<file path="src/rtl/lsu_pkg.sv">
// lsu_pkg: shared types and helpers for the load/store memory master
package lsu_pkg;
  typedef enum logic [1:0] {SZ_BYTE = 2'd0, SZ_HALF = 2'd1, SZ_WORD = 2'd2} lsu_size_e;
  typedef enum logic [2:0] {ST_IDLE, ST_RD, ST_RMW_RD, ST_WR, ST_RESP} lsu_state_e;
  typedef struct packed {
    logic        we;
    logic [1:0]  size;
    logic        uns;
    logic [31:0] addr;
    logic [31:0] wdata;
  } lsu_req_t;
  function automatic logic is_misaligned(input logic [1:0] size, input logic [1:0] off);
    return (size == SZ_HALF && off[0]) || (size == SZ_WORD && off != 2'd0);
  endfunction
endpackage

</file>
<file path="src/rtl/lsu_lane_align.sv">
// lsu_lane_align: little-endian lane extraction for loads and lane merge for sub-word stores
module lsu_lane_align
  import lsu_pkg::*;
(
  input  logic [31:0] word,
  input  logic [31:0] wdata,
  input  logic [1:0]  off,
  input  logic [1:0]  size,
  input  logic        uns,
  output logic [31:0] load_data,
  output logic [31:0] merge_data
);
  function automatic logic [31:0] extract(input logic [31:0] w, input logic [1:0] o,
                                          input logic [1:0] sz, input logic u);
    logic [31:0] s;
    s = w >> {o, 3'b000};
    return sz == SZ_BYTE ? {{24{s[7] & ~u}}, s[7:0]} :
           sz == SZ_HALF ? {{16{s[15] & ~u}}, s[15:0]} : w;
  endfunction
  function automatic logic [31:0] merge(input logic [31:0] old, input logic [31:0] wd,
                                        input logic [1:0] o, input logic [1:0] sz);
    logic [31:0] m;
    m = (sz == SZ_BYTE ? 32'h0000_00FF : sz == SZ_HALF ? 32'h0000_FFFF : 32'hFFFF_FFFF) << {o, 3'b000};
    return (old & ~m) | ((wd << {o, 3'b000}) & m);
  endfunction
  assign load_data  = extract(word, off, size, uns);
  assign merge_data = merge(word, wdata, off, size);
endmodule

</file>
<file path="src/rtl/lsu_mem_master.sv">
// lsu_mem_master: one-outstanding load/store master on a word-wide memory port, RMW for sub-word stores
module lsu_mem_master
  import lsu_pkg::*;
#(
  parameter logic [31:0] BASE_ADDR = 32'h0,
  parameter logic [31:0] MEMSIZE   = 32'h10000
) (
  input  logic        clk_i,
  input  logic        rst_n_i,
  input  logic        req_valid_i,
  output logic        req_ready_o,
  input  logic        req_we_i,
  input  logic [1:0]  req_size_i,
  input  logic        req_unsigned_i,
  input  logic [31:0] req_addr_i,
  input  logic [31:0] req_wdata_i,
  output logic        rsp_valid_o,
  input  logic        rsp_ready_i,
  output logic [31:0] rsp_rdata_o,
  output logic        rsp_err_o,
  output logic        mem_wen_o,
  output logic [31:0] mem_addr_o,
  output logic [31:0] mem_wdata_o,
  input  logic [31:0] mem_rdata_i
);
  lsu_state_e  state;
  lsu_req_t    req;
  logic [31:0] rdata_q, merge_q, load_data, merge_data, off_addr;
  logic        err_q, bad, mem_act;
  lsu_lane_align u_align (
    .word(mem_rdata_i), .wdata(req.wdata), .off(req.addr[1:0]), .size(req.size),
    .uns(req.uns), .load_data(load_data), .merge_data(merge_data)
  );
  // subtracting first makes addresses below BASE_ADDR wrap into the out-of-range set
  assign off_addr    = req_addr_i - BASE_ADDR;
  assign bad         = req_size_i == 2'd3 || is_misaligned(req_size_i, req_addr_i[1:0]) ||
                       req_addr_i < BASE_ADDR || off_addr >= MEMSIZE;
  assign mem_act     = state == ST_RD || state == ST_RMW_RD || state == ST_WR;
  assign req_ready_o = rst_n_i && state == ST_IDLE;
  assign rsp_valid_o = state == ST_RESP;
  assign rsp_rdata_o = rdata_q;
  assign rsp_err_o   = err_q;
  assign mem_wen_o   = state == ST_WR;
  assign mem_addr_o  = mem_act ? {req.addr[31:2], 2'b00} : BASE_ADDR;
  assign mem_wdata_o = state == ST_WR ? merge_q : '0;
  always_ff @(posedge clk_i or negedge rst_n_i)
    if (!rst_n_i) begin
      state   <= ST_IDLE;
      req     <= '0;
      rdata_q <= '0;
      merge_q <= '0;
      err_q   <= 1'b0;
    end else begin
      case (state)
        ST_IDLE: if (req_valid_i) begin
          req     <= '{we: req_we_i, size: req_size_i, uns: req_unsigned_i, addr: req_addr_i, wdata: req_wdata_i};
          rdata_q <= '0;
          merge_q <= req_wdata_i;
          err_q   <= bad;
          state   <= bad ? ST_RESP : !req_we_i ? ST_RD : req_size_i == SZ_WORD ? ST_WR : ST_RMW_RD;
        end
        ST_RD: begin
          rdata_q <= req.we ? '0 : load_data;
          state   <= ST_RESP;
        end
        ST_RMW_RD: begin
          merge_q <= merge_data;
          state   <= ST_WR;
        end
        ST_WR:   state <= ST_RESP;
        ST_RESP: if (rsp_ready_i) state <= ST_IDLE;
        default: state <= ST_IDLE;
      endcase
    end
endmodule

</file>
<file path="config.mk">
export PLATFORM = sky130hd
export DESIGN_NAME = lsu_mem_master
export DESIGN_NICKNAME = d
export VERILOG_FILES = /design/src/rtl/lsu_pkg.sv /design/src/rtl/lsu_lane_align.sv /design/src/rtl/lsu_mem_master.sv
export SDC_FILE = /design/constraint.sdc
export NUM_CORES = 1
export LEC_CHECK = 0
export ABC_AREA = 0
export CORE_ASPECT_RATIO = 0.5
export CORE_MARGIN = 2
export CORE_UTILIZATION = 40
export CTS_BUF_LIST = sky130_fd_sc_hd__clkbuf_8
export DETAILED_ROUTE_END_ITERATION = 7
export PLACE_DENSITY = 0.79
export REMOVE_ABC_BUFFERS = 1
export SYNTH_ARGS = -nofsm -noshare
export SYNTH_HDL_FRONTEND = slang
export SYNTH_SLANG_ARGS = --single-unit
</file>
<file path="constraint.sdc">
create_clock -name clk_i -period 3.5 [get_ports clk_i]
set_clock_uncertainty 0.15 [all_clocks]
set_input_delay 0.7 -clock clk_i [delete_from_list [all_inputs] [get_ports clk_i]]
set_output_delay 0.7 -clock clk_i [all_outputs]
set_load 0.01 [all_outputs]
</file>
# [After elaboration in Yosys (flattened, before gate mapping)]
# Index checks and enable logic that the tools add are counted.
[classes] order_cmp=2 n_eq_ne=10 n_shift=3 muxes=17 bitwise_logic=7 reduce_logical=19
[op_table] op="two-way mux 32 bit" count=9
[op_table] op="one-hot mux 32 bit (2 select lines)" count=2
[op_table] op="bitwise AND 32 bit" count=2
[op_table] op="<< shifter 32 x 5 -> 32 bit" count=2
[op_table] op="greater-or-equal comparator 32 x 17 -> 1 bit (second input constant)" count=1
[op_table] op="less-than comparator 32 x 1 -> 1 bit (second input constant)" count=1
[op_table] op="NOT 32 bit" count=1
[op_table] op="bitwise OR 32 bit" count=1
[op_table] op="right shift 32 x 5 -> 16 bit" count=1
[op_table] op="one-hot mux 3 bit (4 select lines)" count=1
[op_table] op="two-way mux 3 bit" count=3
[op_table] op="AND reduction 2 bit" count=4
[op_table] op="== test 3 x 2 -> 1 bit (second input constant)" count=2
[op_table] op="logical OR 1 bit" count=6
[op_table] op="nonzero test 2 bit" count=3
[op_table] op="== test 2 x 1 -> 1 bit (second input constant)" count=2
[op_table] op="== test 2 bit (second input constant)" count=2
[op_table] op="== test 3 x 1 -> 1 bit (second input constant)" count=1
[op_table] op="== test 3 bit (second input constant)" count=1
[op_table] op="logical AND 1 bit" count=3
[op_table] op="logical NOT 3 bit" count=1
[op_table] op="bitwise AND 1 bit" count=2
[op_table] op="logical NOT 2 bit" count=1
[op_table] op="two-way mux 2 bit" count=1
[op_table] op="5 further kinds" count=5
[totals] reg_bits=136 input_bits=104 out_inout_bits=100 elab_cells=67

# [Depth between registers and ports, before layout]
[depth] ltp_word=9 ltp_mapped=8 mapped_depth_nobuf=4

# [Modules after synthesis]
# Synthesis repeated with hierarchy kept, for this count alone.
[unflattened] cells_unflattened=685 hier_area_um2=7497.2
[modules_own_cells] module="lsu_mem_master" instances=1 cells_per_inst=467 area_per_inst_um2=5795.6 seq_area_each_um2=3403.3
[modules_own_cells] module="lsu_lane_align" instances=1 cells_per_inst=218 area_per_inst_um2=1701.6 seq_area_each_um2=0.0

# [Worst setup path after synthesis]
# OpenSTA, ideal clock, no wires.
[synth_path] path_kind="input to register" from="input port mem_rdata_i[31]" to="register rdata_q[22] (netlist: rsp_rdata_o[22])" setup_ns=0.126 t_arrival_ns=1.848 t_required_ns=3.224 slack_ns=1.376 stages=4 n_path_buf=1 cell_sequence="mux4_2 o2111a_2 buf_6 a221o_1"
[synth_via] elab_chain_len=6 word_cells_on_any_way=7 classes_between="shift: 1; mux: 4; bitwise: 2"
[synth_rtl] element="start: declaration" line_no="lsu_mem_master.sv:24" source="input logic [31:0] mem_rdata_i"
[synth_rtl] element="right shift 32 x 5 -> 16 bit (*)" line_no="lsu_lane_align.sv:16" source="s = w >> {o, 3'b000};"
[synth_rtl] element="bitwise AND 1 bit" line_no="lsu_lane_align.sv:18" source="sz == SZ_HALF ? {{16{s[15] & ~u}}, s[15:0]} : w;"
[synth_rtl] element="two-way mux 32 bit" line_no="lsu_lane_align.sv:18"
[synth_rtl] element="two-way mux 32 bit (*)" line_no="lsu_lane_align.sv:17" source="return sz == SZ_BYTE ? {{24{s[7] & ~u}}, s[7:0]} :"
[synth_rtl] element="two-way mux 32 bit (*)" line_no="lsu_mem_master.sv:63" source="rdata_q <= req.we ? '0 : load_data;"
[synth_rtl] element="one-hot mux 32 bit (2 select lines) (*)" line_no="lsu_mem_master.sv:54" source="case (state)"
[synth_rtl] element="end signal: assignment" line_no="lsu_mem_master.sv:63"
[synth_rtl] element="end: declaration" line_no="lsu_mem_master.sv:28" source="logic [31:0] rdata_q, merge_q, load_data, merge_data, off_addr;"
# Mark *: on every way between the ends. The rest lies on a longest branch, timed or not.
# A chain may end at the register's enable or synchronous reset.

# [Final worst setup path]
[layout_path] from="register state[0]" to="output port mem_wdata_o[20]"
[layout_via] elab_chain_len=2
[layout_rtl] element="start: declaration" line_no="lsu_mem_master.sv:26" source="lsu_state_e state;"
[layout_rtl] element="start signal: assignment" line_no="lsu_mem_master.sv:60" source="state <= bad ? ST_RESP : !req_we_i ? ST_RD : req_size_i == SZ_WORD ? ST_WR : ST_RMW_RD;"
[layout_rtl] element="== test 3 x 2 -> 1 bit" line_no="lsu_mem_master.sv:45" source="assign mem_wdata_o = state == ST_WR ? merge_q : '0;"
[layout_rtl] element="two-way mux 32 bit" line_no="lsu_mem_master.sv:45"
[layout_rtl] element="end: declaration" line_no="lsu_mem_master.sv:23" source="output logic [31:0] mem_wdata_o,"
# Every way passes these cells.

==> summary.md <==
| Metric | Value |
|---|---|
| RR Startpoint | `state[1]$_DFFE_PN0P_` |
| Initial core utilization | `about two fifths` |
| Post-Layout Inst Area | `9743 um^2` |
| Total grt overflow | `0` |
| Setup crit start kind | `register` |
| Pins Over Slew Limit | `0` |
| Critical path cell sequence | `nor2b_2 > buf_4 > and3_1 > clkdlybuf4s50_1` |
| Crit path kind | `register to output pin` |
| Clk sinks | `roughly 140` |
| Total GRT Usage | `25.37%` |
| Min cycle time layout | `3.151 ns` |
| Power per cell area | `470.9 nW/um^2` |
| Crit-path slowest cell | `dfrtp_1` |
| TritonRoute pass-1 iters | `5` |
| P_sw | `1.466 mW` |
| CTS Hold Bufs | `0` |
| Core Region | `17270 um^2` |
| Worst Path Arrival | `roughly 2.3 ns` |
| DR top layer | `met4` |
| Worst hold path type | `primary input to async pin` |
| Pint | `between 3 and 4 mW` |
| Htree depth | `4` |
| CTS tree | `built` |
| Worst r2r dst | `merge_q[17]$_DFFE_PN0P_` |
| Detailed placer's ending HPWL | `16.24 mm` |
| CP Max Fanout | `20` |
| Synth Flop Type | `dfrtp_1` |
| WL final | `between 20 and 25 mm` |
| Clk pwr share | `between 30% and 40%` |
| Fin. Hold Viols | `0` |
| Layout cells sized above 1 | `a little under a tenth` |
| Static leakage | `approximately 4.6 nW` |
| Clk buf depth | `2` |
| Clk slew on worst S/H paths | `0.08 ns` |
| Largest net degree at the start of global routing | `76` |
| Final period util | `around 90%` |
| Routed vias/inst | `approximately 5.6` |
| Setup violators final | `0` |
| P&R area growth vs syn | `38.78%` |
| Clock root cell | `clkbuf_8` |
| Setup tns final | `0 ns` |
| DR DRC count | `0` |
| Met2 Wirelength | `roughly 11 mm` |
| Post-synthesis sequential area ratio | `48.48%` |
| Die W | `191.4 um` |
| Tightest Pin Transition | `between 0.9 and 1 ns` |
| Status | `complete, no violations` |
| Combinational Power Share | `between 20% and 30%` |
| Hold Slack | `around 0.31 ns` |
| Die Ht | `97.68 um` |
| Fmax | `317.4 MHz` |
| Iter 0 DRT Violations | `608` |
| Vias in the first global route | `between 6000 and 7000` |
| I/O pin total | `204` |
| Vias after detailed routing | `approximately 6800` |
| Util after Layout | `between 50% and 60%` |
| WL/cell | `19.28 um` |
| Netlist cell types | `50` |
| Top post-synthesis cells by area | `dfrtp_1, nand2_1, mux2i_1` |
| Area leader, netlist | `dfrtp_1` |
| First-pass GRT wire length | `about 37 mm` |
| Total CTS buffers | `17` |
| Ant. Diodes | `0` |
| Mean area per synthesized cell | `approximately 9.0 um^2` |
| Yosys top cell area share | `between 40% and 50%` |
| Routed wl met3 | `approximately 1.9 mm` |
| Ys async rst share | `between 90% and 100%` |
| Crit end category | `output pin` |
| Mapped Cells | `around 780` |
| Unrepaired setup endpoints after global routing | `false` |
| Syn Std Cell Area | `about 7000 um^2` |
| Worst path required time | `between 2 and 3 ns` |
| Initial antenna violation count | `0` |
| GP Congestion | `0.8733` |
| Die ar. | `18690 um^2` |
| I/O Buffers | `201` |
| Critical Path Start | `state[0]$_DFFE_PN0P_` |
| Worst-Skew Late Latency | `around 0.44 ns` |
| Placed inst area | `9298 um^2` |
| Worst path max stage delay | `~0.59 ns` |
| EDFF count, synth | `0` |
| FF-to-FF setup slack | `slightly above 0.9 ns` |
| Sw Share | `a little under a third` |
| Worst Setup EP | `mem_wdata_o[20]` |
| Rel. slew slack | `between 30% and 40%` |
| DRT met1 WL | `about 10 mm` |
| VDD IR-drop max | `277.7 uV` |
| Number of synthesis warnings | `0` |
| Reg2Reg Depth | `4` |
| Rows | `34` |
| Postcts setup bufs | `0` |
| Sequential share of power | `43.7%` |
| Post-CTS Resized | `0` |
| Net count, final | `between 1000 and 1500` |
| Max-cap violations | `0` |
| Post-synthesis register bit count | `approximately 140` |
| Final ANT Viol Nets | `0` |
==> critical path: cells and delay by family (launching register included) <==
kind / cells / cell delay (ns)
flip-flops: 1 / 0.59
buffers and inverters: 2 / 0.79
AND/OR/NAND/NOR: 2 / 0.47
==> kinds of logic (layout without fill, tap and decap cells) <==
logic type / Yosys count / after routing / synth area share, %
AND/OR/NAND/NOR: 360 / 360 / 23.03
multiplexers: 48 / 48 / 7.307
other: 1 / 2 / 0.05342
flip-flops: 136 / 136 / 48.48
buffers and inverters: 74 / 271 / 4.545
AO/OA/AOI/OAI: 157 / 157 / 16.59
==> state kept, by name (all words and copies together), names as in the netlist <==
| register | flops |
|---|---|
| rsp_err_o | 1 |
| rsp_rdata_o | 32 |
| req | 68 |
| merge_q | 32 |
| state | 3 |
==> how the worst min path moves through the flow <==
stage          depth (start not counted)  slack, ns                    endpoint
3_3_place_gp                           2       0.30  rsp_rdata_o[6]$_DFFE_PN0P_
6_report                               2       0.31         req[61]$_DFFE_PN0P_
5_1_grt                                2       0.35  rsp_rdata_o[0]$_DFFE_PN0P_
3_5_place_dp                           2       0.30         req[60]$_DFFE_PN0P_
2_1_floorplan                          0       0.25      merge_q[0]$_DFFE_PN0P_
4_1_cts                                2       0.32         req[50]$_DFFE_PN0P_
==> layer usage <==
metal  track usage [%]  up-vias
met5                 0        -
met4             9.645        0
met3             5.489       55
met2             39.21      325
met1             34.91     3328
li1                  -     3051
==> final cells by class <==
class                      instances  area [um^2]
inverter                          13        48.80
sequential                       136         3406
timing repair buffer             226         2226
clock inverter                    14        197.7
tap                              234        292.8
clock buffer                      18        247.7
multi-input combinational        567         3324
fill                            1510         7528
==> Yosys cell counts (all sizes together), types with 2 or more instances <==
cell and count:
a211o 9, a211oi 2, a21oi 21, a221o 16
a221oi 5, a22oi 6, a2bb2oi 13, a31o 2
a32oi 10, and2 34, and3 32, buf 29
clkbuf 32, dfrtp 136, inv 13, mux2 16
mux2i 31, nand2 250, nand2b 4, nand3b 2
nor2 19, nor2b 5, nor3b 2, nor4 4
nor4b 3, o211a 8, o211ai 17, o21a 6
o21ai 32, o221ai 5
==> cells in the final DEF (no fill, tap or decap), drive strengths merged, types with 16 or more instances in the layout <==
cell type and count:
o211ai 17, o21ai 32, inv 16, nor2 19
and3 32, a221o 16, and2 34, clkbuf 18
a21oi 21, buf 26, clkdlybuf4s50 200, nand2 250
mux2i 31, dfrtp 136, mux2 16
==> per-stage QoR <==
| stage | setup slack, ns | instances | power, mW |
|---|---|---|---|
| after CTS | 0.3384 | 1208 | 4.594 |
| after detailed placement | 0.5563 | 1176 | 3.133 |
| after global placement | 0.6331 | 1176 | 3.084 |
| after global routing | 0.2149 | 1208 | 4.809 |
| after floorplan | -1.716 | 716 | 2.656 |
| final | 0.3490 | 1208 | 4.588 |
==> power by group through the flow <==
stage | Combinational [mW] | Sequential (mW) | Clock, mW
global placement | 1.07 | 2.02 | 0
global route | 1.22 | 2.04 | 1.55
floorplan | 0.651 | 2.00 | 0
finish | 1.11 | 2.01 | 1.47
detailed placement | 1.10 | 2.03 | 0
CTS | 1.11 | 2.00 | 1.49
No activity file was read; power rests on OpenSTA's default activity.
